File: config.mk
export PLATFORM = sky130hd
export DESIGN_NAME = rob_scheduler
export DESIGN_NICKNAME = d
export VERILOG_FILES = /design/src/rtl/rob_scheduler_pkg.sv /design/src/rtl/rob_rr_arbiter.sv /design/src/rtl/rob_scheduler.sv
export SDC_FILE = /design/constraint.sdc
export NUM_CORES = 1
export LEC_CHECK = 0
export BUFFER_PORTS_ARGS = -buffer_cell sky130_fd_sc_hd__buf_2
export CORE_MARGIN = 5
export CORE_UTILIZATION = 41
export DETAILED_ROUTE_END_ITERATION = 8
export PLACE_DENSITY = 0.76
export RECOVER_POWER = 25
export SETUP_SLACK_MARGIN = 0.02
export SYNTH_ARGS = -nofsm -noshare
export SYNTH_HDL_FRONTEND = slang
export SYNTH_SLANG_ARGS = --single-unit
File: constraint.sdc
create_clock -name clk -period 2 [get_ports clk]
set_clock_uncertainty 0.1 [all_clocks]
set_input_delay 0.4 -clock clk [delete_from_list [all_inputs] [get_ports clk]]
set_output_delay 0.4 -clock clk [all_outputs]
set_load 0.05 [all_outputs]
File: src/rtl/rob_scheduler_pkg.sv
// Shared types for the writeback/commit stage: payload type, index-width
// derivation and the packed writeback request record.
package rob_scheduler_pkg;

  typedef logic [31:0] t_msg;

  localparam int P_DEPTH_DFLT  = 4;
  localparam int P_NUM_WB_DFLT = 2;

  // Index width for a ROB of the given depth (depth is a power of two, >= 2).
  function automatic int addr_bits(input int depth);
    return $clog2(depth);
  endfunction

  localparam int P_ADDR_BITS_DFLT = addr_bits(P_DEPTH_DFLT);

  // One writeback request as seen by the ROB insert port, at default depth.
  typedef struct packed {
    t_msg                          msg;
    logic [P_ADDR_BITS_DFLT-1:0]   idx;
  } wb_req_t;

endpackage

File: src/rtl/rob_rr_arbiter.sv
// Round-robin arbiter: grants the first requester at or after the priority
// pointer, scanning upward with wrap; pointer moves past each winner.
module rob_rr_arbiter #(
  parameter int p_num_wb = 2
) (
  input  logic                clk,
  input  logic                rst,
  input  logic [p_num_wb-1:0] req,
  output logic [p_num_wb-1:0] gnt
);

  localparam int PW = (p_num_wb > 1) ? $clog2(p_num_wb) : 1;
  localparam logic [PW:0] NUM = (PW+1)'(p_num_wb);

  logic [PW-1:0] prio_q, prio_d;
  logic [PW:0]   slot;
  logic          found;

  // Scan requesters starting at prio, wrapping, and pick the first one set.
  always_comb begin
    gnt    = '0;
    prio_d = prio_q;
    found  = 1'b0;
    slot   = '0;
    for (int k = 0; k < p_num_wb; k++) begin
      slot = {1'b0, prio_q} + (PW+1)'(k);
      if (slot >= NUM) slot = slot - NUM;
      if (!found && req[slot[PW-1:0]]) begin
        gnt[slot[PW-1:0]] = 1'b1;
        found             = 1'b1;
        prio_d            = ((slot + 1'b1) == NUM) ? '0 : PW'(slot + 1'b1);
      end
    end
  end

  // Priority pointer register; holds when nothing is requested.
  always_ff @(posedge clk) begin
    if (rst) prio_q <= '0;
    else     prio_q <= prio_d;
  end

endmodule

File: src/rtl/rob_scheduler.sv
// ROB scheduler: in-order index allocation with occupancy tracking, and a
// round-robin writeback arbiter feeding a registered ROB insert stage.
module rob_scheduler
  import rob_scheduler_pkg::*;
#(
  parameter  int p_depth     = 4,
  parameter  int p_num_wb    = 2,
  localparam int p_addr_bits = addr_bits(p_depth)
) (
  input  logic                                  clk,
  input  logic                                  rst,
  input  logic                                  alloc_en,
  output logic                                  alloc_rdy,
  output logic [p_addr_bits-1:0]                alloc_idx,
  input  logic [p_num_wb-1:0]                   wb_val,
  output logic [p_num_wb-1:0]                   wb_rdy,
  input  logic [p_num_wb-1:0][p_addr_bits-1:0]  wb_idx,
  input  t_msg [p_num_wb-1:0]                   wb_msg,
  output logic                                  ins_en,
  output logic [p_addr_bits-1:0]                ins_idx,
  output t_msg                                  ins_msg,
  input  logic                                  commit_en,
  output logic [p_addr_bits:0]                  count
);

  localparam logic [p_addr_bits:0] FULL = (p_addr_bits+1)'(p_depth);

  logic [p_addr_bits-1:0] tail_q, tail_d;
  logic [p_addr_bits:0]   count_q, count_d;
  logic                   ins_en_q, ins_en_d;
  logic [p_addr_bits-1:0] ins_idx_q, ins_idx_d;
  t_msg                   ins_msg_q, ins_msg_d;
  logic [p_num_wb-1:0]    gnt;
  logic                   alloc_ok, commit_ok;
  logic [p_addr_bits-1:0] head, wb_off;
  logic                   wb_legal;

  rob_rr_arbiter #(.p_num_wb(p_num_wb)) u_arb (
    .clk (clk),
    .rst (rst),
    .req (wb_val),
    .gnt (gnt)
  );

  // alloc_rdy looks only at registered count: a same-cycle commit does not
  // open a slot until the following cycle.
  assign alloc_rdy = (count_q != FULL);
  assign alloc_idx = tail_q;
  assign wb_rdy    = gnt;
  assign ins_en    = ins_en_q;
  assign ins_idx   = ins_idx_q;
  assign ins_msg   = ins_msg_q;
  assign count     = count_q;

  // Tail/occupancy update; illegal alloc (full) and commit (empty) are dropped.
  always_comb begin
    alloc_ok  = alloc_en && alloc_rdy;
    commit_ok = commit_en && (count_q != '0);
    tail_d    = alloc_ok ? tail_q + 1'b1 : tail_q;
    count_d   = count_q;
    if (alloc_ok && !commit_ok)      count_d = count_q + 1'b1;
    else if (!alloc_ok && commit_ok) count_d = count_q - 1'b1;
  end

  // Insert-stage mux: capture the granted request, otherwise hold payload.
  always_comb begin
    ins_en_d  = |gnt;
    ins_idx_d = ins_idx_q;
    ins_msg_d = ins_msg_q;
    for (int i = 0; i < p_num_wb; i++) begin
      if (gnt[i]) begin
        ins_idx_d = wb_idx[i];
        ins_msg_d = wb_msg[i];
      end
    end
    // Entry is allocated when its distance from the head is below count.
    head     = tail_q - count_q[p_addr_bits-1:0];
    wb_off   = ins_idx_d - head;
    wb_legal = !(|gnt) || ({1'b0, wb_off} < count_q);
  end

  // State registers: allocation pointer, occupancy and insert stage.
  always_ff @(posedge clk) begin
    if (rst) begin
      tail_q    <= '0;
      count_q   <= '0;
      ins_en_q  <= 1'b0;
      ins_idx_q <= '0;
      ins_msg_q <= '0;
    end else begin
      tail_q    <= tail_d;
      count_q   <= count_d;
      ins_en_q  <= ins_en_d;
      ins_idx_q <= ins_idx_d;
      ins_msg_q <= ins_msg_d;
    end
  end

  a_commit_empty: assert property (@(posedge clk) disable iff (rst)
    commit_en |-> (count_q != '0))
    else $warning("commit_en with empty ROB ignored");

  a_alloc_full: assert property (@(posedge clk) disable iff (rst)
    alloc_en |-> alloc_rdy)
    else $warning("alloc_en with full ROB ignored");

  a_wb_unallocated: assert property (@(posedge clk) disable iff (rst)
    wb_legal)
    else $warning("writeback to unallocated ROB index");

endmodule

==> results.json <==
{
  "status": "completed",
  "crit_arrival_ps": 2100,
  "routedWlPerCell_um": 16.07,
  "clockRootBuffer": "sky130_fd_sc_hd__clkbuf_8",
  "antenna-diode-count": 0,
  "cp-startpoint": "count[2]",
  "first_pass_iters": 4,
  "die_area_sq_um": 7280,
  "hp-class": "in -> reg",
  "grtUsageTotal": 0.1744,
  "achievable_freq_mhz": 502.7,
  "finalSetupViolCount": 0,
  "multi_input_comb_area_sq_um": 1345,
  "grtUsageMet3": 0.04272,
  "synth-seq-area-share": 0.3529,
  "gr-total-overflow": 0,
  "flip_flop_and_latch_area_sq_um": 833.3,
  "routing_usage_on_met1": 0.2076,
  "ys_warn_count": 0,
  "place_area_sq_um": 2940,
  "die_x_um": 85.32,
  "p_leak_uw": 0.001430,
  "final_cell_area_sq_um": 3050,
  "detailroute.via_count": 2170,
  "timing.reg2reg.worst_path_depth": 8,
  "worstReg2RegEnd": "count[2]",
  "setup.worst_path.end_class": "register",
  "design.portCount": 117,
  "count_of_distinct_cell_types_in_the_synthesized_netlist": 31,
  "avgViaCountPerCell": 5.332,
  "maxSlewViolCount": 0,
  "first_pass_grt_wire_length_um": 10360,
  "synthToLayoutAreaGrowth_pct": 31.15,
  "post_synth.cell_area_avg_sq_um": 10.52,
  "drv.max_cap_violation_count": 0,
  "worst_setup_hold_path_clk_slew_ps": 80,
  "filler_cell_count": 507,
  "place_hpwl_um": 4741,
  "fraction_of_layout_cells_with_a_size_suffix_above_1": 0.6209,
  "cts_sinks": 41,
  "post-route-min-period_ps": 1989,
  "htree_levels": 2,
  "syn-cell-area_sq_um": 2326,
  "main_combinational_cell_family_by_area_after_synthesis": "simple AND/OR/NAND/NOR gates",
  "worst-path-max-fanout": 6,
  "tritoncts_clock_tree": "done",
  "layout.nets": 410,
  "clockBufferDepth": 2,
  "number_of_storage_elements_in_the_synthesis_netlist": 41,
  "critical_path_required_ps": 2110,
  "netlist_instances": 221,
  "cts_hold_buf": 0,
  "grt_busiest_layer": "met2",
  "worst_ir_drop_vdd_mv": 0.4652,
  "core_sq_um": 5507,
  "timing.critical_path.to": "count[2]",
  "drt_wl_total_um": 6542,
  "clock_latency_on_the_worst_skew_pair_ps": 290,
  "place.port_buffers": 116,
  "drt_first_iter_violations": 105,
  "yosys.area_share.simple": 0.2222,
  "hold_viol_final": 0,
  "gp_congestion": 0.7428,
  "worstSetupPathType": "reg -> reg",
  "worst_r2r_startpoint": "count[2]",
  "r2r_setup_slack_ps": 10,
  "grt_start_max_net_pins": 30,
  "residual_drc_count": 0,
  "synth_fp_nets": 297,
  "gr_met2_demand_resource": 0.3079,
  "numCtsBuffers": 5,
  "maxSlewHeadroom": 0.3364,
  "worst-slew-pin-transition_ps": 995.3,
  "ant_nets": 0,
  "dieHeight_um": 85.32,
  "rsz0062_at_grt": "true",
  "synth.area.mux_share": 0.1296,
  "initial_core_util": 0.4224,
  "pwr_density_cell_nw_per_um2": 827.3,
  "antenna_found_initial": 0,
  "cp-start-kind": "register",
  "synth_adder_area_share": 0.01399,
  "worst_hold_path.num_cells": 2,
  "period_share": 0.9946,
  "synth_compound_area_frac": 0.1910,
  "synth-xor-area-share": 0.007531,
  "core.rowCount": 27,
  "setup-tns-final_ps": 0,
  "first_global_vias": 2154
}
[layer usage]
metal	vias to the layer above	wire [um]
met5	-	0
met4	0	78
met3	9	455
met2	80	3323
met1	1038	2684
li1	1043	-
[worst min path at each step]
stage,startpoint,slack (ps),endpoint
6_report,wb_msg[7],270,ins_msg[7]
5_1_grt,wb_msg[7],270,ins_msg[7]
4_1_cts,wb_msg[7],260,ins_msg[7]
3_5_place_dp,alloc_idx[1],380,alloc_idx[1]
3_3_place_gp,alloc_idx[1],380,alloc_idx[1]
2_1_floorplan,wb_val[0],460,u_arb.prio_q
[flip-flops by register name, summed over array words and instances (netlist names)]
register / cells
ins_msg: 32
count: 3
alloc_idx: 2
ins_idx: 2
ins_en: 1
u_arb.prio_q: 1
[layout by cell type, fill, tap and decap left out, types with 2 or more instances in the layout]
cell / Yosys / layout
sky130_fd_sc_hd__a21oi_1: 5 / 5
sky130_fd_sc_hd__buf_2: 7 / 116
sky130_fd_sc_hd__buf_4: 1 / 10
sky130_fd_sc_hd__clkbuf_1: 4 / 4
sky130_fd_sc_hd__clkbuf_8: 0 / 5
sky130_fd_sc_hd__dfxtp_1: 41 / 37
sky130_fd_sc_hd__dfxtp_4: 0 / 3
sky130_fd_sc_hd__inv_1: 6 / 5
sky130_fd_sc_hd__mux2_1: 2 / 2
sky130_fd_sc_hd__mux2_2: 15 / 15
sky130_fd_sc_hd__mux2_4: 6 / 6
sky130_fd_sc_hd__mux2i_1: 2 / 2
sky130_fd_sc_hd__nor2_1: 38 / 37
sky130_fd_sc_hd__nor3_1: 10 / 10
sky130_fd_sc_hd__nor3b_1: 5 / 4
sky130_fd_sc_hd__nor3b_2: 19 / 19
sky130_fd_sc_hd__o21ai_0: 3 / 3
sky130_fd_sc_hd__o221a_1: 11 / 11
sky130_fd_sc_hd__o221a_2: 22 / 22
sky130_fd_sc_hd__or3_1: 3 / 3
sky130_fd_sc_hd__xor2_1: 2 / 2
[where the power goes]
part | switching (uW) | internal [uW] | leakage, uW | total, uW
Clock | 281 | 248 | 0.0000395 | 529
Combinational | 623 | 378 | 0.00105 | 1000
Sequential | 76.4 | 917 | 0.000343 | 993
[critical path, stage by stage, from the launching register on]
cell                      delay [ps]
sky130_fd_sc_hd__dfxtp_4         360
sky130_fd_sc_hd__nor3b_4         170
sky130_fd_sc_hd__nor2_2          100
sky130_fd_sc_hd__ha_2            210
sky130_fd_sc_hd__inv_2            40
sky130_fd_sc_hd__fa_2            330
sky130_fd_sc_hd__xor2_1          170
sky130_fd_sc_hd__or3_1           310
sky130_fd_sc_hd__a21oi_1         120
[synth_stat cells (all sizes together)]
library cell	count	area share
dfxtp	41	0.35
nor2	38	0.061
o221a	33	0.16
nor3b	24	0.12
mux2	23	0.12
buf	16	0.060
nor3	10	0.022
clkbuf	6	0.013
inv	6	0.0097
a21oi	5	0.011
o21ai	3	0.0065
or3	3	0.0081
mux2i	2	0.0086
nand2	2	0.0043
nand2b	2	0.0086
xor2	2	0.0075
a21bo	1	0.0070
a31o	1	0.0038
fa	1	0.0086
ha	1	0.0054
o31ai	1	0.0032
[final cells by class]
| type | count | share of cell area |
|---|---|---|
| clock buffers | 8 | 0.02625 |
| repair buffers | 128 | 0.2227 |
| well taps | 72 | 0.02953 |
| multi-input cells | 152 | 0.4409 |
| inverters | 6 | 0.007383 |
| flip-flops and latches | 41 | 0.2732 |
[metrics by stage]
step / power, uW / std cells / setup WS [ps] / hold WS (ps) / utilization
after floorplan: 1714 / 221 / 28.07 / 456.9 / -
after global placement: 1938 / 397 / 31.94 / 377.6 / 0.5340
after detailed placement: 1971 / 397 / -10.75 / 383.4 / 0.5340
after CTS: 2540 / 407 / 18.90 / 261.2 / 0.5524
after global routing: 2664 / 407 / -66.67 / 267.6 / 0.5540
final: 2524 / 407 / 10.86 / 270.3 / 0.5540
[cells by family (layout without fill, tap and decap cells)]
family | count (synthesis) | after routing
xor+xnor | 2 | 2
flops | 41 | 41
buf+inv | 28 | 142
simple gates | 79 | 79
mux | 25 | 25
compound gates | 44 | 44
fa+ha+maj | 2 | 2
[what timing repair did]
action | in CTS | in global routing
buffers inserted | 2 | 0
resized for setup | 1 | 4
pin swaps | 2 | 2
cloned | 0 | 0
setup endpoints to repair | 1 | 2
(Power assumes the default switching activity.)
